<file path="config.mk">
export PLATFORM = sky130hd
export DESIGN_NAME = uart_rx_byte_ctrl_flat
export DESIGN_NICKNAME = d
export VERILOG_FILES = /design/src/rtl/uart_rx_pkg.sv /design/src/rtl/uart_rx_byte_ctrl_if.sv /design/src/rtl/tmr_voter.sv /design/src/rtl/uart_rx_byte_ctrl.sv /design/src/flat_wrapper.sv
export SDC_FILE = /design/constraint.sdc
export NUM_CORES = 1
export LEC_CHECK = 0
export ABC_CLOCK_PERIOD_IN_PS = 3800
export CORE_MARGIN = 2
export CORE_UTILIZATION = 44
export CTS_CLUSTER_SIZE = 16
export DETAILED_ROUTE_END_ITERATION = 7
export PLACE_DENSITY = 0.75
export SYNTH_ARGS = -nofsm -noshare
export SYNTH_HDL_FRONTEND = slang
export SYNTH_HIERARCHICAL = 1
export SYNTH_SLANG_ARGS = --single-unit
</file>
<file path="constraint.sdc">
create_clock -name clk -period 3.8 [get_ports clk]
set_input_delay 0.57 -clock clk [delete_from_list [all_inputs] [get_ports clk]]
set_output_delay 0.57 -clock clk [all_outputs]
set_load 0.02 [all_outputs]
</file>
<file path="src/rtl/uart_rx_pkg.sv">
// UART Rx byte controller shared types: state encoding, widths, defaults.
// Imported by uart_rx_byte_ctrl and its interface.
package uart_rx_pkg;

    localparam int STATE_W = 3;
    localparam int CNT_W = 4;
    localparam int DEF_DATA_BITS = 8;
    localparam int DEF_GAP_BITS = 20;

    typedef enum logic [STATE_W-1:0] {
        RX_IDLE   = 3'd0,
        RX_START  = 3'd1,
        RX_DATA   = 3'd2,
        RX_PARITY = 3'd3,
        RX_STOP   = 3'd4
    } rx_state_e;

endpackage

</file>
<file path="src/rtl/uart_rx_byte_ctrl_if.sv">
// Output byte buffer handshake between the Rx controller and the Rx FIFO.
// master: controller (drives byte, valid, errors); slave: consumer (drives ready).
interface uart_rx_byte_ctrl_if;

    logic [7:0] Byte_o;
    logic       ByteValid_o;
    logic       ByteReady_i;
    logic       ParityErr_o;
    logic       FrameErr_o;

    modport master (
        output Byte_o,
        output ByteValid_o,
        output ParityErr_o,
        output FrameErr_o,
        input  ByteReady_i
    );

    modport slave (
        input  Byte_o,
        input  ByteValid_o,
        input  ParityErr_o,
        input  FrameErr_o,
        output ByteReady_i
    );

endinterface

</file>
<file path="src/rtl/tmr_voter.sv">
// Bitwise 2-of-3 majority voter with a disagreement flag.
// Ports: a/b/c replicas in, y voted value, err high when any replica differs.
module tmr_voter #(
    parameter int W = 1
) (
    input  logic [W-1:0] a,
    input  logic [W-1:0] b,
    input  logic [W-1:0] c,
    output logic [W-1:0] y,
    output logic         err
);

    assign y   = (a & b) | (a & c) | (b & c);
    assign err = |((a ^ y) | (b ^ y) | (c ^ y));

endmodule

</file>
<file path="src/rtl/uart_rx_byte_ctrl.sv">
// UART Rx sequencer: start/data/parity/stop, one-entry byte buffer, overrun, frame-end gap.
// Ports: clk, rst (async active-low), core strobes in, byte_if handshake, status out. TMR: UART_RX_TMR_EN.
module uart_rx_byte_ctrl
    import uart_rx_pkg::*;
#(
    parameter int DATA_BITS = DEF_DATA_BITS,
    parameter int GAP_BITS  = DEF_GAP_BITS
) (
    input  logic               clk,
    input  logic               rst,
    input  logic               Rx_Synch_i,
    input  logic               Bit_Synch_i,
    input  logic               RxBit_i,
    input  logic               AcqSig_i,
    input  logic               ParityEn_i,
    input  logic               ParityOdd_i,
    uart_rx_byte_ctrl_if.master byte_if,
    output logic               Overrun_o,
    output logic               FrameEnd_o,
    output logic [STATE_W-1:0] State_o,
    output logic [CNT_W-1:0]   BitCounter_o,
    output logic               TmrErr_o
);

    localparam int GW = $clog2(GAP_BITS + 1);
    localparam logic [CNT_W-1:0] LAST = CNT_W'(DATA_BITS - 1);

    rx_state_e            state_q, st_nxt;
    logic [CNT_W-1:0]     cnt_q, cnt_nxt;
    logic                 complete, start_ok;

    logic [DATA_BITS-1:0] data_q;
    logic                 par_en_q, par_odd_q, perr_q;
    logic [7:0]           byte_q;
    logic                 valid_q, bperr_q, bferr_q, ovr_q;
    logic                 armed_q, fe_q;
    logic [GW-1:0]        gcnt_q;

`ifdef UART_RX_TMR_EN
    (* preserve *) logic [STATE_W-1:0] st_r0, st_r1, st_r2;
    (* preserve *) logic [CNT_W-1:0]   cnt_r0, cnt_r1, cnt_r2;
    logic [STATE_W-1:0] st_vote;
    logic [CNT_W-1:0]   cnt_vote;
    logic               st_err, cnt_err;

    tmr_voter #(.W(STATE_W)) u_st_vote (
        .a(st_r0), .b(st_r1), .c(st_r2), .y(st_vote), .err(st_err)
    );
    tmr_voter #(.W(CNT_W)) u_cnt_vote (
        .a(cnt_r0), .b(cnt_r1), .c(cnt_r2), .y(cnt_vote), .err(cnt_err)
    );

    // Replicas are all rewritten from the voted next value (scrubbing).
    always_ff @(posedge clk or negedge rst) begin
        if (!rst) begin
            st_r0  <= '0;
            st_r1  <= '0;
            st_r2  <= '0;
            cnt_r0 <= '0;
            cnt_r1 <= '0;
            cnt_r2 <= '0;
        end else begin
            st_r0  <= st_nxt;
            st_r1  <= st_nxt;
            st_r2  <= st_nxt;
            cnt_r0 <= cnt_nxt;
            cnt_r1 <= cnt_nxt;
            cnt_r2 <= cnt_nxt;
        end
    end

    assign state_q  = rx_state_e'(st_vote);
    assign cnt_q    = cnt_vote;
    assign TmrErr_o = st_err | cnt_err;
`else
    rx_state_e        st_r;
    logic [CNT_W-1:0] cnt_r;

    always_ff @(posedge clk or negedge rst) begin
        if (!rst) begin
            st_r  <= RX_IDLE;
            cnt_r <= '0;
        end else begin
            st_r  <= st_nxt;
            cnt_r <= cnt_nxt;
        end
    end

    assign state_q  = st_r;
    assign cnt_q    = cnt_r;
    assign TmrErr_o = 1'b0;
`endif

    always_comb begin
        st_nxt   = state_q;
        cnt_nxt  = cnt_q;
        complete = 1'b0;
        start_ok = 1'b0;
        case (state_q)
            RX_IDLE: begin
                if (Rx_Synch_i) st_nxt = RX_START;
            end
            RX_START: begin
                if (Bit_Synch_i) begin
                    if (RxBit_i) begin
                        st_nxt = RX_IDLE;
                    end else begin
                        st_nxt   = RX_DATA;
                        cnt_nxt  = '0;
                        start_ok = 1'b1;
                    end
                end
            end
            RX_DATA: begin
                if (Bit_Synch_i) begin
                    if (cnt_q == LAST) begin
                        cnt_nxt = '0;
                        st_nxt  = par_en_q ? RX_PARITY : RX_STOP;
                    end else begin
                        cnt_nxt = cnt_q + 1'b1;
                    end
                end
            end
            RX_PARITY: begin
                if (Bit_Synch_i) st_nxt = RX_STOP;
            end
            RX_STOP: begin
                if (Bit_Synch_i) begin
                    st_nxt   = RX_IDLE;
                    complete = 1'b1;
                end
            end
            default: begin
                st_nxt  = RX_IDLE;
                cnt_nxt = '0;
            end
        endcase
    end

    // Character datapath; parity config is frozen for the whole character.
    always_ff @(posedge clk or negedge rst) begin
        if (!rst) begin
            data_q    <= '0;
            par_en_q  <= 1'b0;
            par_odd_q <= 1'b0;
            perr_q    <= 1'b0;
        end else begin
            if (start_ok) begin
                par_en_q  <= ParityEn_i;
                par_odd_q <= ParityOdd_i;
                perr_q    <= 1'b0;
            end
            // LSB first: after DATA_BITS shifts the first bit sits at bit 0.
            if (state_q == RX_DATA && Bit_Synch_i)
                data_q <= {RxBit_i, data_q[DATA_BITS-1:1]};
            if (state_q == RX_PARITY && Bit_Synch_i)
                perr_q <= ((^data_q) ^ RxBit_i) != par_odd_q;
        end
    end

    // One-entry buffer; a completing byte wins over a same-cycle accept.
    always_ff @(posedge clk or negedge rst) begin
        if (!rst) begin
            byte_q  <= '0;
            valid_q <= 1'b0;
            bperr_q <= 1'b0;
            bferr_q <= 1'b0;
            ovr_q   <= 1'b0;
        end else begin
            ovr_q <= 1'b0;
            if (complete) begin
                if (!valid_q || byte_if.ByteReady_i) begin
                    byte_q  <= 8'(data_q);
                    bperr_q <= perr_q;
                    bferr_q <= ~RxBit_i;
                    valid_q <= 1'b1;
                end else begin
                    ovr_q <= 1'b1;
                end
            end else if (valid_q && byte_if.ByteReady_i) begin
                valid_q <= 1'b0;
            end
        end
    end

    // Idle gap: armed per byte, counts bit-times only in IDLE, fires once.
    always_ff @(posedge clk or negedge rst) begin
        if (!rst) begin
            armed_q <= 1'b0;
            gcnt_q  <= '0;
            fe_q    <= 1'b0;
        end else begin
            fe_q <= 1'b0;
            if (complete) begin
                armed_q <= 1'b1;
                gcnt_q  <= '0;
            end else if (state_q == RX_IDLE) begin
                if (Rx_Synch_i) begin
                    gcnt_q <= '0;
                end else if (AcqSig_i && armed_q) begin
                    if (gcnt_q == GW'(GAP_BITS - 1)) begin
                        fe_q    <= 1'b1;
                        armed_q <= 1'b0;
                        gcnt_q  <= GW'(GAP_BITS);
                    end else begin
                        gcnt_q <= gcnt_q + 1'b1;
                    end
                end
            end
        end
    end

    assign byte_if.Byte_o      = byte_q;
    assign byte_if.ByteValid_o = valid_q;
    assign byte_if.ParityErr_o = bperr_q;
    assign byte_if.FrameErr_o  = bferr_q;
    assign Overrun_o           = ovr_q;
    assign FrameEnd_o          = fe_q;
    assign State_o             = state_q;
    assign BitCounter_o        = cnt_q;

endmodule
</file>
<file path="src/flat_wrapper.sv">
// flat-port wrapper written by rule: the top's interface ports become plain ports
module uart_rx_byte_ctrl_flat import uart_rx_pkg::*;
#(
    parameter int DATA_BITS = DEF_DATA_BITS,
    parameter int GAP_BITS  = DEF_GAP_BITS
)
  (clk, rst, Rx_Synch_i, Bit_Synch_i, RxBit_i, AcqSig_i, ParityEn_i, ParityOdd_i, Overrun_o, FrameEnd_o, State_o, BitCounter_o, TmrErr_o, byte_if_Byte_o, byte_if_ByteValid_o, byte_if_ParityErr_o, byte_if_FrameErr_o, byte_if_ByteReady_i);
  uart_rx_byte_ctrl_if byte_if_i ();
  input  logic clk;
  input  logic rst;
  input  logic Rx_Synch_i;
  input  logic Bit_Synch_i;
  input  logic RxBit_i;
  input  logic AcqSig_i;
  input  logic ParityEn_i;
  input  logic ParityOdd_i;
  output logic Overrun_o;
  output logic FrameEnd_o;
  output logic [STATE_W-1:0] State_o;
  output logic [CNT_W-1:0] BitCounter_o;
  output logic TmrErr_o;
  output wire logic [$bits(byte_if_i.Byte_o)-1:0] byte_if_Byte_o;
  output wire logic [$bits(byte_if_i.ByteValid_o)-1:0] byte_if_ByteValid_o;
  output wire logic [$bits(byte_if_i.ParityErr_o)-1:0] byte_if_ParityErr_o;
  output wire logic [$bits(byte_if_i.FrameErr_o)-1:0] byte_if_FrameErr_o;
  input wire logic [$bits(byte_if_i.ByteReady_i)-1:0] byte_if_ByteReady_i;
  assign byte_if_Byte_o = byte_if_i.Byte_o;
  assign byte_if_ByteValid_o = byte_if_i.ByteValid_o;
  assign byte_if_ParityErr_o = byte_if_i.ParityErr_o;
  assign byte_if_FrameErr_o = byte_if_i.FrameErr_o;
  assign byte_if_i.ByteReady_i = byte_if_ByteReady_i;
  uart_rx_byte_ctrl #(.DATA_BITS(DATA_BITS), .GAP_BITS(GAP_BITS)) u_core (.clk(clk), .rst(rst), .Rx_Synch_i(Rx_Synch_i), .Bit_Synch_i(Bit_Synch_i), .RxBit_i(RxBit_i), .AcqSig_i(AcqSig_i), .ParityEn_i(ParityEn_i), .ParityOdd_i(ParityOdd_i), .byte_if(byte_if_i), .Overrun_o(Overrun_o), .FrameEnd_o(FrameEnd_o), .State_o(State_o), .BitCounter_o(BitCounter_o), .TmrErr_o(TmrErr_o));
endmodule
</file>
==> out/metrics.cfg <==
[finish]
area_growth_pct=23.0
diodes=0
fin_cells=226
n_fill_cell=326
mostFrequentLayoutCell=dfrtp_1
multi_input_area_sq_um=768
nets=189
final_cell_mix=dfrtp_1 (37), clkdlybuf4s50_1 (28), mux2_2 (20), nor2_1 (14)
drive_gt1_frac=0.180
seqCellArea_sq_um=926
final_util=0.573

[drt]
firstDrtPassIters=4
drt-total-wl_um=3210
num_vias=1216
drt_iter0_drc=75
wire_per_inst_um=14.2
drc=0
via_per_inst=5.38
antenna_left=0

[grt]
grt_pass1_wl_um=5590
antenna_found_initial=0
overflow=0
grt_usage=0.171
first_global_vias=1188
grt_start_max_net_pins=38

[placed_design]
place_inst=219
post-place-ws_ps=1590
hpwl_um=2330
gp_congestion=0.804
numPortBuffers=28

[die]
initial_core_util=0.466
num_rows=22
fp.dieArea_sq_mm=0.00448
io_pins=30
die_h_um=66.9
coreArea_sq_mm=0.00374
die_x_um=66.9

[timing]
rsz0062_at_grt=false
tns_ps=0
hold-worst-slack_ps=499
fin_ws_ps=1710
slew_viol_final=0
max_freq_mhz=479
tightest_slew_ps=501
max_slew_margin=0.663
fin_crit_ps=2090
setup_viol=0
hold_violations=0
finalClockSkew_ps=2.71
period_share=0.549

[setup_path]
crit_path_start_kind=flop
crit_buf_inv=1
path_cells=clkdlybuf4s50_1
critical_path_required_ps=3230
end_kind=output pin
cp.arrival_ps=1520
crit_family=buffers and inverters
crit_type=flop to output pin
cp_slowest_cell=clkdlybuf4s50_1
crit_fanout=13
max_stage_delay_ps=670

[power]
clock_power_share=0.161
power_switching_mw=0.555
swShare=0.341
seq_power_share=0.411
p_per_area_mw_per_mm2=760
combPwrFrac=0.428
p_leak_nw=0.941
internal_power_mw=1.07
ir_drop_v=0.000465

[clock_tree]
htreeDepth=2
cts_buffer_depth=2
post_cts_buffers=0
clkSlewWorstSetupHoldPaths_ps=60
cts_root_buf=clkbuf_8
cts.sinks=37
cts_tree=built
clkLatencyLatePin_ps=280
hold_buffers=0
ctsResizeCount=0
cts_buffers=5

[logic_synthesis]
seq_area_frac_synth=0.531
syn_avg_cell_area_sq_um=11.9
yosys_most_used_dff=dfrtp_1
yosysWarnings=6
syn_nets=158
syn_inst=147
async_reset_ff_frac=1.00
synth_edf_count=0
synth_seq_cells=37
synth_cell_types=42
synth_area_sq_mm=0.00174

[status]
outcome=completed

[min_path]
min_path_type=flop to flop

[flow_run]
drv_cap=0

area by class of cell:
class                           instances  share of cell area
Sequential cell                        37               0.432
Timing Repair Buffer                   29               0.134
Clock buffer                            7              0.0403
Multi-Input combinational cell        101               0.358
Tap cell                               48              0.0280
Inverter                                4             0.00701
registers in the layout, summed over array words and instances, names as in the netlist:
| signal | flops |
|---|---|
| u_core/BitCounter_o | 4 |
| u_core/byte_if.ParityErr_o | 1 |
| u_core/armed_q | 1 |
| u_core/data_q | 8 |
| u_core/Overrun_o | 1 |
| u_core/FrameEnd_o | 1 |
| u_core/byte_if.ByteValid_o | 1 |
| u_core/gcnt_q | 5 |
| u_core/par_odd_q | 1 |
| u_core/perr_q | 1 |
| u_core/byte_if.FrameErr_o | 1 |
| u_core/par_en_q | 1 |
| u_core/byte_if.Byte_o | 8 |
| u_core/State_o | 3 |
worst paths after layout:
check | startpoint | to | slack (ps) | cells past startpoint
worst min register to register | u_core/byte_if.FrameErr_o | u_core/byte_if.FrameErr_o | 500 | 2
min in group asynchronous | rst | u_core/gcnt_q[2] | 710 | 2
worst max-delay path | u_core/State_o[1] | State_o[1] | 1710 | 1
worst min-delay path | u_core/byte_if.FrameErr_o | u_core/byte_if.FrameErr_o | 500 | 2
max in group asynchronous | rst | u_core/BitCounter_o[1] | 2770 | 2
worst max register to register | u_core/State_o[1] | u_core/data_q[6] | 1930 | 3
power groups by stage:
stage          Sequential [mW]  Clock, mW  Combinational [mW]
2_1_floorplan            0.705          0               0.445
3_3_place_gp             0.663          0               0.689
3_5_place_dp             0.676          0               0.700
4_1_cts                  0.670      0.274               0.707
5_1_grt                  0.692      0.296               0.762
6_report                 0.669      0.262               0.698
cells by family after synthesis:
group	count (synthesis)	share of synthesized area
compound gates	24	0.0962
xor+xnor	8	0.0481
fa+ha+maj	2	0.0144
buf+inv	9	0.0280
flops	37	0.531
mux	21	0.135
other cells	1	0.00215
simple gates	45	0.145
worst register-to-register path: stages, from the launching register on:
cell and delay (ps):
dfrtp_1 560, or3b_2 550, nor2_4 270, mux2_2 380
routing by layer:
metal | vias up | wire, um | GRT usage
li1 | 578 | - | -
met4 | 0 | 40 | 0.0612
met3 | 5 | 168 | 0.0608
met5 | - | 0 | 0
met2 | 26 | 1580 | 0.270
met1 | 607 | 1430 | 0.215
cell usage after synthesis, drive strengths merged (2+ instances only):
cell,n,share of area
inv,4,0.0086
or3,2,0.010
a32o,2,0.011
buf,5,0.019
o21ai,8,0.023
xnor2,7,0.035
and3b,2,0.010
nand2,8,0.017
ha,2,0.014
mux2,20,0.13
nand2b,4,0.014
dfrtp,37,0.53
nor2,15,0.037
o31ai,2,0.0086
nand3,4,0.011
a22o,3,0.015
stage by stage:
stage	power, mW	area (sq um)
2_1_floorplan	1.15	1740
3_3_place_gp	1.35	2060
3_5_place_dp	1.38	2060
4_1_cts	1.65	2140
5_1_grt	1.75	2140
6_report	1.63	2140
Note: power is estimated with default switching activity, not from simulation.
